$ cat config.mk
export PLATFORM = sky130hd
export DESIGN_NAME = mem_arbiter
export DESIGN_NICKNAME = d
export VERILOG_FILES = /design/src/rtl/cpu_pkg.sv /design/src/rtl/mem_arb_pick.sv /design/src/rtl/mem_arbiter.sv
export SDC_FILE = /design/constraint.sdc
export NUM_CORES = 1
export LEC_CHECK = 0
export CAP_MARGIN = 10
export CORE_MARGIN = 2
export CORE_UTILIZATION = 41
export DETAILED_ROUTE_END_ITERATION = 10
export MAX_ROUTING_LAYER = met4
export PLACE_DENSITY = 0.88
export SYNTH_ARGS = -nofsm -noshare
export SYNTH_HDL_FRONTEND = slang
export SYNTH_SLANG_ARGS = --single-unit
$ cat constraint.sdc
create_clock -name clk -period 6.2 [get_ports clk]
set_input_delay 0.93 -clock clk [delete_from_list [all_inputs] [get_ports clk]]
set_output_delay 0.93 -clock clk [all_outputs]
set_load 0.03 [all_outputs]
$ cat src/rtl/cpu_pkg.sv
// Shared core definitions: arbiter state encoding, port identifiers, default bus widths.
package cpu_pkg;

    typedef enum logic [1:0] {
        IDLE   = 2'd0,
        BUSY_I = 2'd1,
        BUSY_D = 2'd2
    } arb_state_t;

    localparam logic PORT_I = 1'b0;
    localparam logic PORT_D = 1'b1;

    localparam int unsigned AW_DEF = 32;
    localparam int unsigned DW_DEF = 32;

endpackage

$ cat src/rtl/mem_arb_pick.sv
// Combinational port picker for mem_arbiter; MEM_ARB_RR_EN selects round-robin on contention,
// otherwise the data port has fixed priority over fetch.
module mem_arb_pick
    import cpu_pkg::*;
(
    input  logic eligible_i,
    input  logic eligible_d,
    input  logic rr_ptr,
    output logic grant_valid,
    output logic grant_port
);

`ifdef MEM_ARB_RR_EN
    always_comb begin
        grant_valid = eligible_i | eligible_d;
        if (eligible_i && eligible_d) begin
            grant_port = rr_ptr;
        end else begin
            grant_port = eligible_d ? PORT_D : PORT_I;
        end
    end
`else
    logic unused_rr_ptr;
    assign unused_rr_ptr = rr_ptr;

    always_comb begin
        grant_valid = eligible_i | eligible_d;
        grant_port  = eligible_d ? PORT_D : PORT_I;
    end
`endif

endmodule

$ cat src/rtl/mem_arbiter.sv
// Serialises fetch and data accesses onto one variable-latency memory port.
// Define MEM_ARB_RR_EN for round-robin arbitration on contention (default: data wins).
module mem_arbiter
    import cpu_pkg::*;
#(
    parameter int unsigned AW = AW_DEF,
    parameter int unsigned DW = DW_DEF
) (
    input  logic            clk,
    input  logic            rst,
    input  logic            if_req,
    input  logic [AW-1:0]   if_addr,
    output logic            if_valid,
    output logic [DW-1:0]   if_rdata,
    input  logic            d_req,
    input  logic            d_we,
    input  logic [DW/8-1:0] d_be,
    input  logic [AW-1:0]   d_addr,
    input  logic [DW-1:0]   d_wdata,
    output logic            d_valid,
    output logic [DW-1:0]   d_rdata,
    output logic            mem_req,
    output logic            mem_we,
    output logic [DW/8-1:0] mem_be,
    output logic [AW-1:0]   mem_addr,
    output logic [DW-1:0]   mem_wdata,
    input  logic            mem_ready,
    input  logic [DW-1:0]   mem_rdata,
    output logic            busy
);

    arb_state_t state;
    logic       rr_ptr;
    logic       grant_valid;
    logic       grant_port;
    logic       eligible_i;
    logic       eligible_d;

`ifndef MEM_ARB_RR_EN
    assign rr_ptr = PORT_D;
`endif

    // A port still showing its valid pulse is masked so its held req is not re-granted.
    assign eligible_i = if_req & ~if_valid;
    assign eligible_d = d_req & ~d_valid;
    assign busy       = (state != IDLE);

    mem_arb_pick u_pick (
        .eligible_i  (eligible_i),
        .eligible_d  (eligible_d),
        .rr_ptr      (rr_ptr),
        .grant_valid (grant_valid),
        .grant_port  (grant_port)
    );

    // The mem_* output flops double as the grant registers for the in-flight transfer.
    always_ff @(posedge clk or posedge rst) begin
        if (rst) begin
            state     <= IDLE;
            mem_req   <= 1'b0;
            mem_we    <= 1'b0;
            mem_be    <= '0;
            mem_addr  <= '0;
            mem_wdata <= '0;
            if_valid  <= 1'b0;
            if_rdata  <= '0;
            d_valid   <= 1'b0;
            d_rdata   <= '0;
`ifdef MEM_ARB_RR_EN
            rr_ptr    <= PORT_D;
`endif
        end else begin
            if_valid <= 1'b0;
            d_valid  <= 1'b0;
            case (state)
                IDLE: begin
                    if (grant_valid) begin
                        mem_req <= 1'b1;
`ifdef MEM_ARB_RR_EN
                        rr_ptr  <= ~grant_port;
`endif
                        if (grant_port == PORT_D) begin
                            state     <= BUSY_D;
                            mem_we    <= d_we;
                            mem_be    <= d_be;
                            mem_addr  <= d_addr;
                            mem_wdata <= d_wdata;
                        end else begin
                            state     <= BUSY_I;
                            mem_we    <= 1'b0;
                            mem_be    <= '1;
                            mem_addr  <= if_addr;
                            mem_wdata <= '0;
                        end
                    end
                end
                BUSY_I: begin
                    if (mem_ready) begin
                        state    <= IDLE;
                        mem_req  <= 1'b0;
                        if_valid <= 1'b1;
                        if_rdata <= mem_rdata;
                    end
                end
                BUSY_D: begin
                    if (mem_ready) begin
                        state   <= IDLE;
                        mem_req <= 1'b0;
                        d_valid <= 1'b1;
                        d_rdata <= mem_we ? '0 : mem_rdata;
                    end
                end
                default: begin
                    state   <= IDLE;
                    mem_req <= 1'b0;
                end
            endcase
        end
    end

endmodule
### Word-level counts from Yosys, hierarchy flattened

Index checks and enable logic that the tools add are counted.

| word-level totals | value |
|---|---|
| output and inout port bits | 137 |
| bits in registers | 138 |
| bits of input ports | 138 |
| bits in latches | 0 |
| RAM bits | 0 |
| bits in read-only memories | 0 |
| memories kept | 0 |

| operators by class | value |
|---|---|
| equality and inequality tests | 4 |
| reductions and logical operators | 7 |
| add/subtract/negate cells | 0 |
| shift-type cells | 0 |
| order comparisons | 0 |
| bitwise logic cells | 5 |
| multipliers | 0 |
| div/mod/pow operators | 0 |
| multiplexer cells | 16 |

Operators by type and width:

| cell | count |
|---|---|
| $mux 32 | 3 |
| $reduce_and 2->1 | 4 |
| $mux 1 | 7 |
| $mux 2 | 3 |
| $mux 4 | 1 |
| $pmux 2 s2 | 1 |
| $and 1x1->1 | 2 |
| $eq 2x1->1 const B | 1 |
| $eq 2x2->1 const B | 1 |
| $logic_not 2->1 | 1 |
| $ne 2x1->1 const B | 1 |
| $ne 2x2->1 const B | 1 |
| $not 1->1 | 2 |
| $pmux 1 s2 | 1 |
| $reduce_bool 2->1 | 1 |
| $reduce_or 2->1 | 1 |
| $or 1x1->1 | 1 |

### Longest topological paths before layout

| logic depth | value |
|---|---|
| word-level depth | 6 |
| gate-level depth with buffers | 7 |

### Modules after synthesis

From an unflattened synthesis, not the netlist that was laid out.

| second synthesis, totals | value |
|---|---|
| cells, all modules | 537 |
| area total of the unflattened synthesis | 5801.8 um2 |

By module, submodules not included:

| module | cells an instance | times used | area each (um2) | sequential area each (um2) |
|---|---|---|---|---|
| mem_arbiter | 535 | 1 | 5788.1 | 3453.3 |
| mem_arb_pick | 2 | 1 | 13.8 | 0.0 |

### Least setup slack after synthesis

OpenSTA, ideal clock, no wires.

| timing path | value |
|---|---|
| kind | input -> register |
| start | input port d_req |
| end | register mem_addr[6] |
| buffers on the path | 2 |
| arrival | 1840 ps |
| path slack | 4235 ps |
| required time | 6075 ps |
| cell stages on the path | 5 |
| setup time | 125 ps |
| cell sequence | nand2b_4 > buf_6 > buf_6 > mux2_4 > mux2_4 |

| between the ends | value |
|---|---|
| word-level cells in the longest chain between the ends | 3 |
| elaborated cells on any way between the ends | 5 |
| those cells by class | mux (2); bitwise (2); reduce/logical (1) |

RTL lines:

| what | line | source |
|---|---|---|
| from (decl) | mem_arbiter.sv:15 | `input logic d_req,` |
| $and 1x1->1 (*) | mem_arbiter.sv:45 | `assign eligible_d = d_req & ~d_valid;` |
| $mux 1 or $or 1x1->1 (tied branches) | mem_arb_pick.sv:28, mem_arb_pick.sv:27 |  |
| $mux 32 or $reduce_and 2->1 (tied branches) | -- |  |
| to (signal assigned) | mem_arbiter.sv:86 | `mem_addr <= d_addr;` |
| to (signal assigned) | mem_arbiter.sv:92 | `mem_addr <= if_addr;` |
| to (decl) | mem_arbiter.sv:25 | `output logic [AW-1:0] mem_addr,` |

Mark *: on every way between the ends. The rest lies on a longest branch, timed or not.
A chain may end at the register's enable or synchronous reset.

### Final worst setup path

| timing path | value |
|---|---|
| start | register state[0] |
| end | output port busy |

| between the ends | value |
|---|---|
| word-level cells in the longest chain between the ends | 1 |

RTL lines:

| what | line | source |
|---|---|---|
| from (decl) | mem_arbiter.sv:32 | `arb_state_t state;` |
| from (signal assigned) | mem_arbiter.sv:59 | `state <= IDLE;` |
| from (signal assigned) | mem_arbiter.sv:83 | `state <= BUSY_D;` |
| from (signal assigned) | mem_arbiter.sv:89 | `state <= BUSY_I;` |
| $reduce_bool 2->1 | mem_arbiter.sv:46 | `assign busy = (state != IDLE);` |
| to (decl) | mem_arbiter.sv:29 | `output logic busy` |

No other way between the ends.

==> qor.txt <==
synth top area cells = dfrtp_1 59%, mux2_4 14%, mux2_2 8.0%, a22o_1 4.9%, nand2b_1 3.4%
GPL Wtd Cong = 0.743
Final Hold Vio Count = 0
CTS HTree Levels = 4
VDD IR max = 0.357 mV
worst slew pin tran = 1.11 ns
PD cells = 565 mW/mm²
sequential area share after synthesis = 58.6%
# hold bufs at CTS = 0
Crit Path Class = flop to output pin
# setup viols final = 0
Tmin final = 2.86 ns
top-area cell type share of the netlist area = 58.6%
Yosys reg bits = 138
via count = 4341
Lkg Pwr = 4.11 nW
CTS tree = done
CTS-repair resized insts = 0
CP Data Arrival Time = 1.93 ns
yosys warns = 0
Max Cap Viol = 0
Tcrit/Tclk final = 46.1%
width of the die = 124 µm
setup TNS = 0 ns
CTS Sinks = 138
Post-Syn Nets = 559
Syn Inst Count = 418
Place WS = 2.91 ns
Detail Route Antenna Nets = 0
clock root cell = clkbuf_16
Register Area = 0.00345 mm²
largest net degree at the start of global routing = 81
initial core utilization = 42.1%
DR iter-0 viols = 264
vias in the first global route = 4714
top cell type by total area after synthesis = dfrtp_1
RSZ-0062 raised after global routing = no
initial antenna violation count = 0
area of the multi-input gates = 0.00225 mm²
GRT Util Overall = 21.3%
Skew-Pair Late Insertion Delay = 0.41 ns
Via density = 4.93
outcome = finished, final reports clean
final WL = 16000 µm
clock buffer depth = 2
prevailing post-synth register cell = dfrtp_1
Port Buffers = 274
core area = 0.0140 mm²
Clock transition at path regs = 0.06 ns
DP HPWL = 11300 µm
iteration count of the initial detailed-routing pass = 4
wire length on met2 = 8030 µm
Post-synth EDFFs = 0
IO Pins = 275
diode count = 0
slack of the critical path = 3.34 ns
DR DRC count = 0
top sig layer = met4
Clock Skews = 0.00973 ns
area delta synth->final = 57.9%
CP Data Required Time = 5.27 ns
CP Max Fanout = 5
Yosys cell types = 25
fin nets = 831
gr ovfl total = 0
cell with the most instances after synthesis = dfrtp_1
top cells by count, synth = 138 x dfrtp_1, 54 x mux2_4, 42 x mux2_2, 34 x nand2_1, 33 x a22o_1
row cnt = 43
postcts setup bufs = 0
wire length on met1 = 6400 µm
CP startpoint kind = flop
Rel. slew slack = 25.7%
Mapped Area = 0.00589 mm²
global-route wire length before repair = 24000 µm
ys async rst share = 100%
syn avg cell area = 14.1 µm²
Fillers = 1026
layout cells sized above 1 = 19.4%
TritonCTS Buffers = 17
Slew Viols, Final = 0
fmax = 0.350 GHz
met3 WL = 1120 µm
Die H = 124 µm
drt wl/cell = 18.2 µm
CP endpoint kind = output pin
Worst Hold Class = flop to flop
die area = 0.0154 mm²
==> cell families (layout without fill, tap and decap cells) <==
family | Yosys count | count (layout) | share of synthesized area, %
adders and majority gates | 3 | 3 | 0.637
DFF | 138 | 138 | 58.6
buffers and inverters | 32 | 315 | 3.38
muxes | 96 | 96 | 21.8
and+or+nand+nor | 72 | 72 | 6.41
AOI/OAI and AO/OA | 77 | 77 | 9.21
==> sequential cells by signal (all words and copies together) (netlist names) <==
signal     cells
d_rdata       32
if_rdata      32
mem_addr      32
mem_wdata     32
mem_be         4
state          2
d_valid        1
if_valid       1
mem_req        1
mem_we         1
==> layer usage <==
metal  track usage (%)  vias up
met1              24.7     2111
met4              8.78        0
li1                  -     2010
met5                 -        -
met2              35.1      186
met3              5.82       34
==> worst paths after layout <==
kind,start,endpoint,slack [ns],cells past startpoint
worst max register to register,d_valid,mem_wdata[4],4.00,3
worst max-delay path,state[0],busy,3.34,4
max in group asynchronous,rst,mem_wdata[30],4.00,3
min in group asynchronous,rst,d_rdata[20],1.02,2
worst min register to register,d_rdata[7],d_rdata[7],0.48,2
worst min-delay path,d_rdata[7],d_rdata[7],0.48,2
==> power by group <==
part	internal [mW]	switching (mW)
Clock	0.616	0.357
Sequential	1.32	0.242
Combinational	1.27	1.46
==> stage by stage <==
step / hold slack, ns / utilization, % / instances / cell area, µm² / power [mW]
2_1_floorplan: 0.519 / - / 418 / 5890 / 3.17
4_1_cts: 0.482 / 66.4 / 880 / 9300 / 5.29
5_1_grt: 0.502 / 66.6 / 881 / 9310 / 5.51
3_3_place_gp: 0.463 / 62.4 / 850 / 8730 / 4.21
6_report: 0.482 / 66.6 / 881 / 9310 / 5.26
3_5_place_dp: 0.470 / 62.4 / 850 / 8730 / 4.28
==> worst max-delay path, stage by stage, from the launching register on <==
cell	delay, ns
dfrtp_1	0.35
inv_1	0.08
ha_1	0.25
inv_2	0.13
clkdlybuf4s50_1	0.72
==> placed cells by master, fill, tap and decap left out, types with 2 or more instances in the layout <==
cell	synthesis	layout
clkdlybuf4s50_1	0	274
dfrtp_1	138	138
mux2_4	54	54
mux2_2	42	42
nand2_1	34	33
a22o_1	33	33
nand2b_1	32	32
o21ai_0	30	30
clkbuf_16	0	17
o22a_1	5	5
inv_1	5	4
clkinv_2	0	4
buf_4	1	4
o21ai_1	3	3
a21oi_1	3	3
ha_1	3	3
clkbuf_8	0	3
nand2b_4	2	2
nor2b_1	2	2
clkinvlp_4	0	2
bufinv_16	0	2
clkbuf_1	9	2
==> final cells by class <==
class	instances	area share, %
Sequential cell	138	37.1
Timing Repair Buffer	279	29.9
Multi-Input combinational cell	248	24.1
Clock buffer	22	5.09
Tap cell	180	2.42
Clock inverter	8	1.02
Inverter	6	0.296
Power figures use the tool's default switching activity.
